--- src/rtl/mem_access_controller_pkg.sv ---
// ============================================================================
// mem_access_controller_pkg : shared state encoding and helpers for the
// memory-stage bus controller.  Revision: 1.0
// ============================================================================
`default_nettype none

package mem_access_controller_pkg;

  localparam int unsigned MAC_DATA_W = 32;

  typedef enum logic [1:0] {
    MAC_IDLE = 2'd0,
    MAC_BUSY = 2'd1,
    MAC_DONE = 2'd2
  } mac_state_e;

  function automatic logic mac_is_misaligned(input logic [1:0] byte_offset);
    return byte_offset != 2'b00;
  endfunction

endpackage

`default_nettype wire

--- src/rtl/mem_access_controller_timeout.sv ---
// ============================================================================
// mac_timeout_counter : counts BUSY cycles and flags the cycle in which the
// TIMEOUT_CYCLES-th wait cycle is reached.  Revision: 1.0
// ============================================================================
`default_nettype none

module mac_timeout_counter #(
  parameter int unsigned TIMEOUT_CYCLES = 1023
) (
  input  logic clk,
  input  logic rstn,
  input  logic i_clear,
  input  logic i_enable,
  output logic o_expired
);

  localparam int unsigned c_cnt_w = $clog2(TIMEOUT_CYCLES + 1);
  localparam logic [c_cnt_w-1:0] c_last = c_cnt_w'(TIMEOUT_CYCLES - 1);

  logic [c_cnt_w-1:0] count_q;
  logic [c_cnt_w-1:0] count_d;

  // Expires during the final permitted wait cycle, so the FSM leaves BUSY
  // after exactly TIMEOUT_CYCLES cycles of request.
  assign o_expired = i_enable && (count_q == c_last);

  always_comb begin
    count_d = count_q;
    if (i_clear) begin
      count_d = '0;
    end else if (i_enable && !o_expired) begin
      count_d = count_q + 1'b1;
    end
  end

  always_ff @(posedge clk) begin
    if (!rstn) begin
      count_q <= '0;
    end else begin
      count_q <= count_d;
    end
  end

endmodule

`default_nettype wire

--- src/rtl/mem_access_controller.sv ---
// ============================================================================
// mem_access_controller : MEM-stage req/ack bus controller with pipeline
// stall, load-data return, timeout and misalignment flags.  Revision: 1.0
// ============================================================================
`default_nettype none

module mem_access_controller
  import mem_access_controller_pkg::*;
#(
  parameter int unsigned ADDR_WIDTH     = 15,
  parameter int unsigned TIMEOUT_CYCLES = 1023
) (
  input  logic                  clk,
  input  logic                  rstn,
  input  logic                  memread_mem,
  input  logic                  memwrite_mem,
  input  logic [31:0]           alu_result_mem,
  input  logic [31:0]           write_data_memory_mem,
  input  logic                  mem_ack,
  input  logic [31:0]           mem_rdata,
  output logic                  mem_req,
  output logic                  mem_we,
  output logic [ADDR_WIDTH-1:0] mem_addr,
  output logic [31:0]           mem_wdata,
  output logic [31:0]           data_from_memory_mem,
  output logic                  data_ready_mem,
  output logic                  err_timeout,
  output logic                  err_misaligned
);

  mac_state_e                state_q, state_d;
  logic                      mem_req_q, mem_req_d;
  logic                      mem_we_q, mem_we_d;
  logic [ADDR_WIDTH-1:0]     mem_addr_q, mem_addr_d;
  logic [MAC_DATA_W-1:0]     mem_wdata_q, mem_wdata_d;
  logic [MAC_DATA_W-1:0]     rdata_q, rdata_d;
  logic                      err_timeout_q, err_timeout_d;
  logic                      err_misaligned_q, err_misaligned_d;
  logic                      access;
  logic                      tmo_expired;

  assign access = memread_mem | memwrite_mem;

  generate
    if (ADDR_WIDTH < 30) begin : g_unused_addr_bits
      logic unused_addr_hi;
      assign unused_addr_hi = ^alu_result_mem[31:ADDR_WIDTH+2];
    end
  endgenerate

  mac_timeout_counter #(
    .TIMEOUT_CYCLES(TIMEOUT_CYCLES)
  ) u_timeout (
    .clk      (clk),
    .rstn     (rstn),
    .i_clear  (state_q != MAC_BUSY),
    .i_enable (state_q == MAC_BUSY),
    .o_expired(tmo_expired)
  );

  always_comb begin
    state_d          = state_q;
    mem_req_d        = mem_req_q;
    mem_we_d         = mem_we_q;
    mem_addr_d       = mem_addr_q;
    mem_wdata_d      = mem_wdata_q;
    rdata_d          = rdata_q;
    err_timeout_d    = err_timeout_q;
    err_misaligned_d = err_misaligned_q;
    data_ready_mem   = 1'b0;

    case (state_q)
      MAC_IDLE: begin
        data_ready_mem = ~access;
        if (access) begin
          // A store takes precedence when both strobes are set.
          mem_we_d    = memwrite_mem;
          mem_addr_d  = alu_result_mem[ADDR_WIDTH+1:2];
          mem_wdata_d = write_data_memory_mem;
          mem_req_d   = 1'b1;
          state_d     = MAC_BUSY;
          if (mac_is_misaligned(alu_result_mem[1:0])) begin
            err_misaligned_d = 1'b1;
          end
        end
      end
      MAC_BUSY: begin
        if (mem_ack) begin
          if (!mem_we_q) begin
            rdata_d = mem_rdata;
          end
          mem_req_d = 1'b0;
          state_d   = MAC_DONE;
        end else if (tmo_expired) begin
          err_timeout_d = 1'b1;
          rdata_d       = '0;
          mem_req_d     = 1'b0;
          state_d       = MAC_DONE;
        end
      end
      MAC_DONE: begin
        data_ready_mem = 1'b1;
        state_d        = MAC_IDLE;
      end
      default: begin
        state_d = MAC_IDLE;
      end
    endcase
  end

  always_ff @(posedge clk) begin
    if (!rstn) begin
      state_q          <= MAC_IDLE;
      mem_req_q        <= 1'b0;
      mem_we_q         <= 1'b0;
      mem_addr_q       <= '0;
      mem_wdata_q      <= '0;
      rdata_q          <= '0;
      err_timeout_q    <= 1'b0;
      err_misaligned_q <= 1'b0;
    end else begin
      state_q          <= state_d;
      mem_req_q        <= mem_req_d;
      mem_we_q         <= mem_we_d;
      mem_addr_q       <= mem_addr_d;
      mem_wdata_q      <= mem_wdata_d;
      rdata_q          <= rdata_d;
      err_timeout_q    <= err_timeout_d;
      err_misaligned_q <= err_misaligned_d;
    end
  end

  assign mem_req              = mem_req_q;
  assign mem_we               = mem_we_q;
  assign mem_addr             = mem_addr_q;
  assign mem_wdata            = mem_wdata_q;
  assign data_from_memory_mem = rdata_q;
  assign err_timeout          = err_timeout_q;
  assign err_misaligned       = err_misaligned_q;

endmodule

`default_nettype wire

--- config.mk ---
export PLATFORM = sky130hd
export DESIGN_NAME = mem_access_controller
export DESIGN_NICKNAME = d
export VERILOG_FILES = /design/src/rtl/mem_access_controller_pkg.sv /design/src/rtl/mem_access_controller_timeout.sv /design/src/rtl/mem_access_controller.sv
export SDC_FILE = /design/constraint.sdc
export NUM_CORES = 1
export LEC_CHECK = 0
export CAP_MARGIN = 40
export CORE_UTILIZATION = 36
export CTS_BUF_LIST = sky130_fd_sc_hd__clkbuf_4 sky130_fd_sc_hd__clkbuf_8
export CTS_CLUSTER_DIAMETER = 30
export CTS_CLUSTER_SIZE = 20
export DETAILED_ROUTE_END_ITERATION = 10
export PLACE_DENSITY_LB_ADDON = 0.12
export SLEW_MARGIN = 0
export SYNTH_ARGS = -nofsm -noshare
export SYNTH_HDL_FRONTEND = slang
export SYNTH_SLANG_ARGS = --single-unit
--- constraint.sdc ---
create_clock -name clk -period 1.7 [get_ports clk]
set_input_delay 0.17 -clock clk [delete_from_list [all_inputs] [get_ports clk]]
set_output_delay 0.17 -clock clk [all_outputs]
set_load 0.02 [all_outputs]
==> out/summary.txt <==
Syn. warnings = 0
Worst Max-Slew Pin Slew = 0.3441 ns
Synth-to-layout area growth = 59.68%
WP data arrival = 1.84 ns
DIE AREA = 10,020 sq um
Via Count = 3,107
Share of the synthesized area in the top cell type = 54.87%
CP Class = register to register
Vias in the first global route = 2,928
Die height = 100.1 um
Worst hold margin = 0.2027 ns
Most common flop cell mapped by yosys = dfxtp_1
Final Worst Setup Slack = 0.1090 ns
Antenna Nets Post-Route = 0
Core Util, Final = 59.61%
Die X-Extent = 100.1 um
Final setup violating endpoints = 0
Core Region = 9284 sq um
I/O Pins = 185
Initial antenna violation count = 0
Comb pwr share = 22.2%
Peak supply drop = 0.0004451 V
HPWL after DPL = 6388 um
Final non-filler cell total = 664
CP startpoint kind = register
CP required = 1.95 ns
Remaining Overflow, GRT = 0
WL per Instance = 13.60 um
Cts bufs inserted = 9
Rel. slew slack = 77.06%
Crit. End Element = register
Tcrit/Tclk final = 93.59%
Synth area leader = dfxtp_1
GP Congestion = 0.7376
Vias per cell = 4.679
Power share of the clock group = 28.8%
Fmax = 628.6 MHz
Syn Nets = 466
# diodes = 0
Placed inst area = 5335 sq um
Site Rows = 35
Synthesized cell area = 3466 sq um
Outcome = finished, final reports clean
Clock transition at the registers of the reported paths = 0.10 ns
Pin count of the biggest net entering global routing = 48
Sequential power share = 49.0%
Hold Path Class = input port to register
Post-synth cell types = 37
Internal cell power = 3.542 mW
Cells after Synth = 363
Sw Ratio = 29.36%
Final Hold Violating Endpoints = 0
# DRC = 0
Post-synthesis sequential area ratio = 54.87%
Port buffer count = 169
Starting DRT DRC Count = 110
Num Clock Sinks = 95
Worst Skew = 0.01525 ns
Setup tns final = 0 ns
Ys async rst share = 0%
Mean Syn Cell Area = 9.548 sq um
CTS tree = done
Cell with the most instances after synthesis = nand2_1
P per Cell Area = 905.9 nW/um^2
Drt pass-1 iters = 4
RSZ-0062 raised after global routing = false
Total global-route track usage = 18.20%
CP max FO = 32
Clk buf depth = 2
Fin. max-slew vios = 0
P_sw = 1.472 mW
Minimum clock period after layout = 1.591 ns
CTS H-Tree Depth = 3
Post-CTS Setup Bufs = 0
Layout cells sized above 1 = 7.103%
Most common library cells after synthesis = nand2_1 (102), dfxtp_1 (95), a21boi_0 (36), a22o_1 (30), clkbuf_1 (16)
Clock Tree Root = clkbuf_8
# nets final = 633
Total Power = 5.014 mW
Yosys reg bits = 95
Inst Count DP = 648
Final wirelength = 9028 um
First-pass GRT wire length = 14,410 um
Clk Latency, worst-skew pair = 0.36 ns
Area contributors post-synth = dfxtp_1 (55%), nand2_1 (11%), a21boi_0 (7.8%)
Maxcap violations = 0
EDFF count, synth = 0
Pre-CTS setup slack = -0.01385 ns
Leakage Power = 2.120 nW
Fin area = 5534 sq um
Starting Density = 37.33%
## layout by cell type, fill, tap and decap left out, drive strengths merged, types with 3 or more instances in the layout
| cell | synthesis | layout |
|---|---|---|
| clkbuf | 16 | 9 |
| xor2 | 3 | 3 |
| inv | 1 | 5 |
| nor3 | 3 | 3 |
| a21boi | 49 | 49 |
| nor2 | 15 | 15 |
| a22o | 32 | 32 |
| dfxtp | 95 | 95 |
| clkdlybuf4s50 | 0 | 167 |
| o211ai | 5 | 5 |
| buf | 9 | 13 |
| nand2 | 102 | 102 |
| and2 | 3 | 3 |
| and3 | 3 | 3 |
| a31oi | 3 | 3 |
## logic make-up (layout without fill, tap and decap cells)
| family | count (synthesis) | count (layout) | synth area share [%] |
|---|---|---|---|
| AO/OA/AOI/OAI | 99 | 99 | 22.82 |
| XOR/XNOR | 4 | 4 | 1.011 |
| adder cells (fa/ha/maj) | 2 | 2 | 0.7219 |
| buffers and inverters | 26 | 198 | 3.754 |
| flip-flops | 95 | 95 | 54.87 |
| AND/OR/NAND/NOR | 137 | 137 | 16.82 |
## layer usage
layer	up-vias	track usage (%)	share of wire [%]
li1	1572	-	-
met1	1430	22.45	44
met2	97	30.98	48
met3	8	4.944	6.4
met4	0	5.463	1.0
met5	-	0	0
## layout make-up
cell class,instances,area (sq um)
fillers,815,3750
clock buffers,9,123.9
flip-flops and latches,95,1902
inverters,1,3.754
well taps,129,161.4
repair buffers,181,1829
multi-input cells,242,1441
clock inverters,7,72.57
## power by group through the flow
stage / combinational, mW / sequential, mW / clock, mW
final: 1.11 / 2.46 / 1.44
after global routing: 1.20 / 2.48 / 1.61
after CTS: 1.13 / 2.46 / 1.50
after detailed placement: 1.13 / 2.51 / 0
after global placement: 1.11 / 2.50 / 0
after floorplan: 0.335 / 2.69 / 0
## state kept, by name (all words and copies together), names as in the netlist
name / flops
state_q: 2
err_timeout: 1
u_timeout.count_q: 10
err_misaligned: 1
data_from_memory_mem: 32
mem_we: 1
mem_wdata: 32
mem_req: 1
mem_addr: 15
## final timing paths
path	cells past startpoint	to	slack, ns	from
worst max-delay path	5	data_from_memory_mem[0]	0.11	u_timeout.count_q[2]
worst min-delay path	3	state_q[0]	0.20	rstn
worst max register to register	5	data_from_memory_mem[0]	0.11	u_timeout.count_q[2]
worst min register to register	2	mem_wdata[8]	0.46	mem_wdata[8]
## what timing repair did
item / in CTS / in global routing
resized for setup: 0 / 1
endpoints found under the setup margin: 0 / 33
hold buffers: 0 / 0
## worst max-delay path, stage by stage, from the launching register on
cell and delay [ns]:
dfxtp_1 0.42, nand3_1 0.17, o41ai_2 0.39, a21boi_2 0.12, buf_12 0.18, a22o_2 0.21
Note: power is estimated with default switching activity, not from simulation.
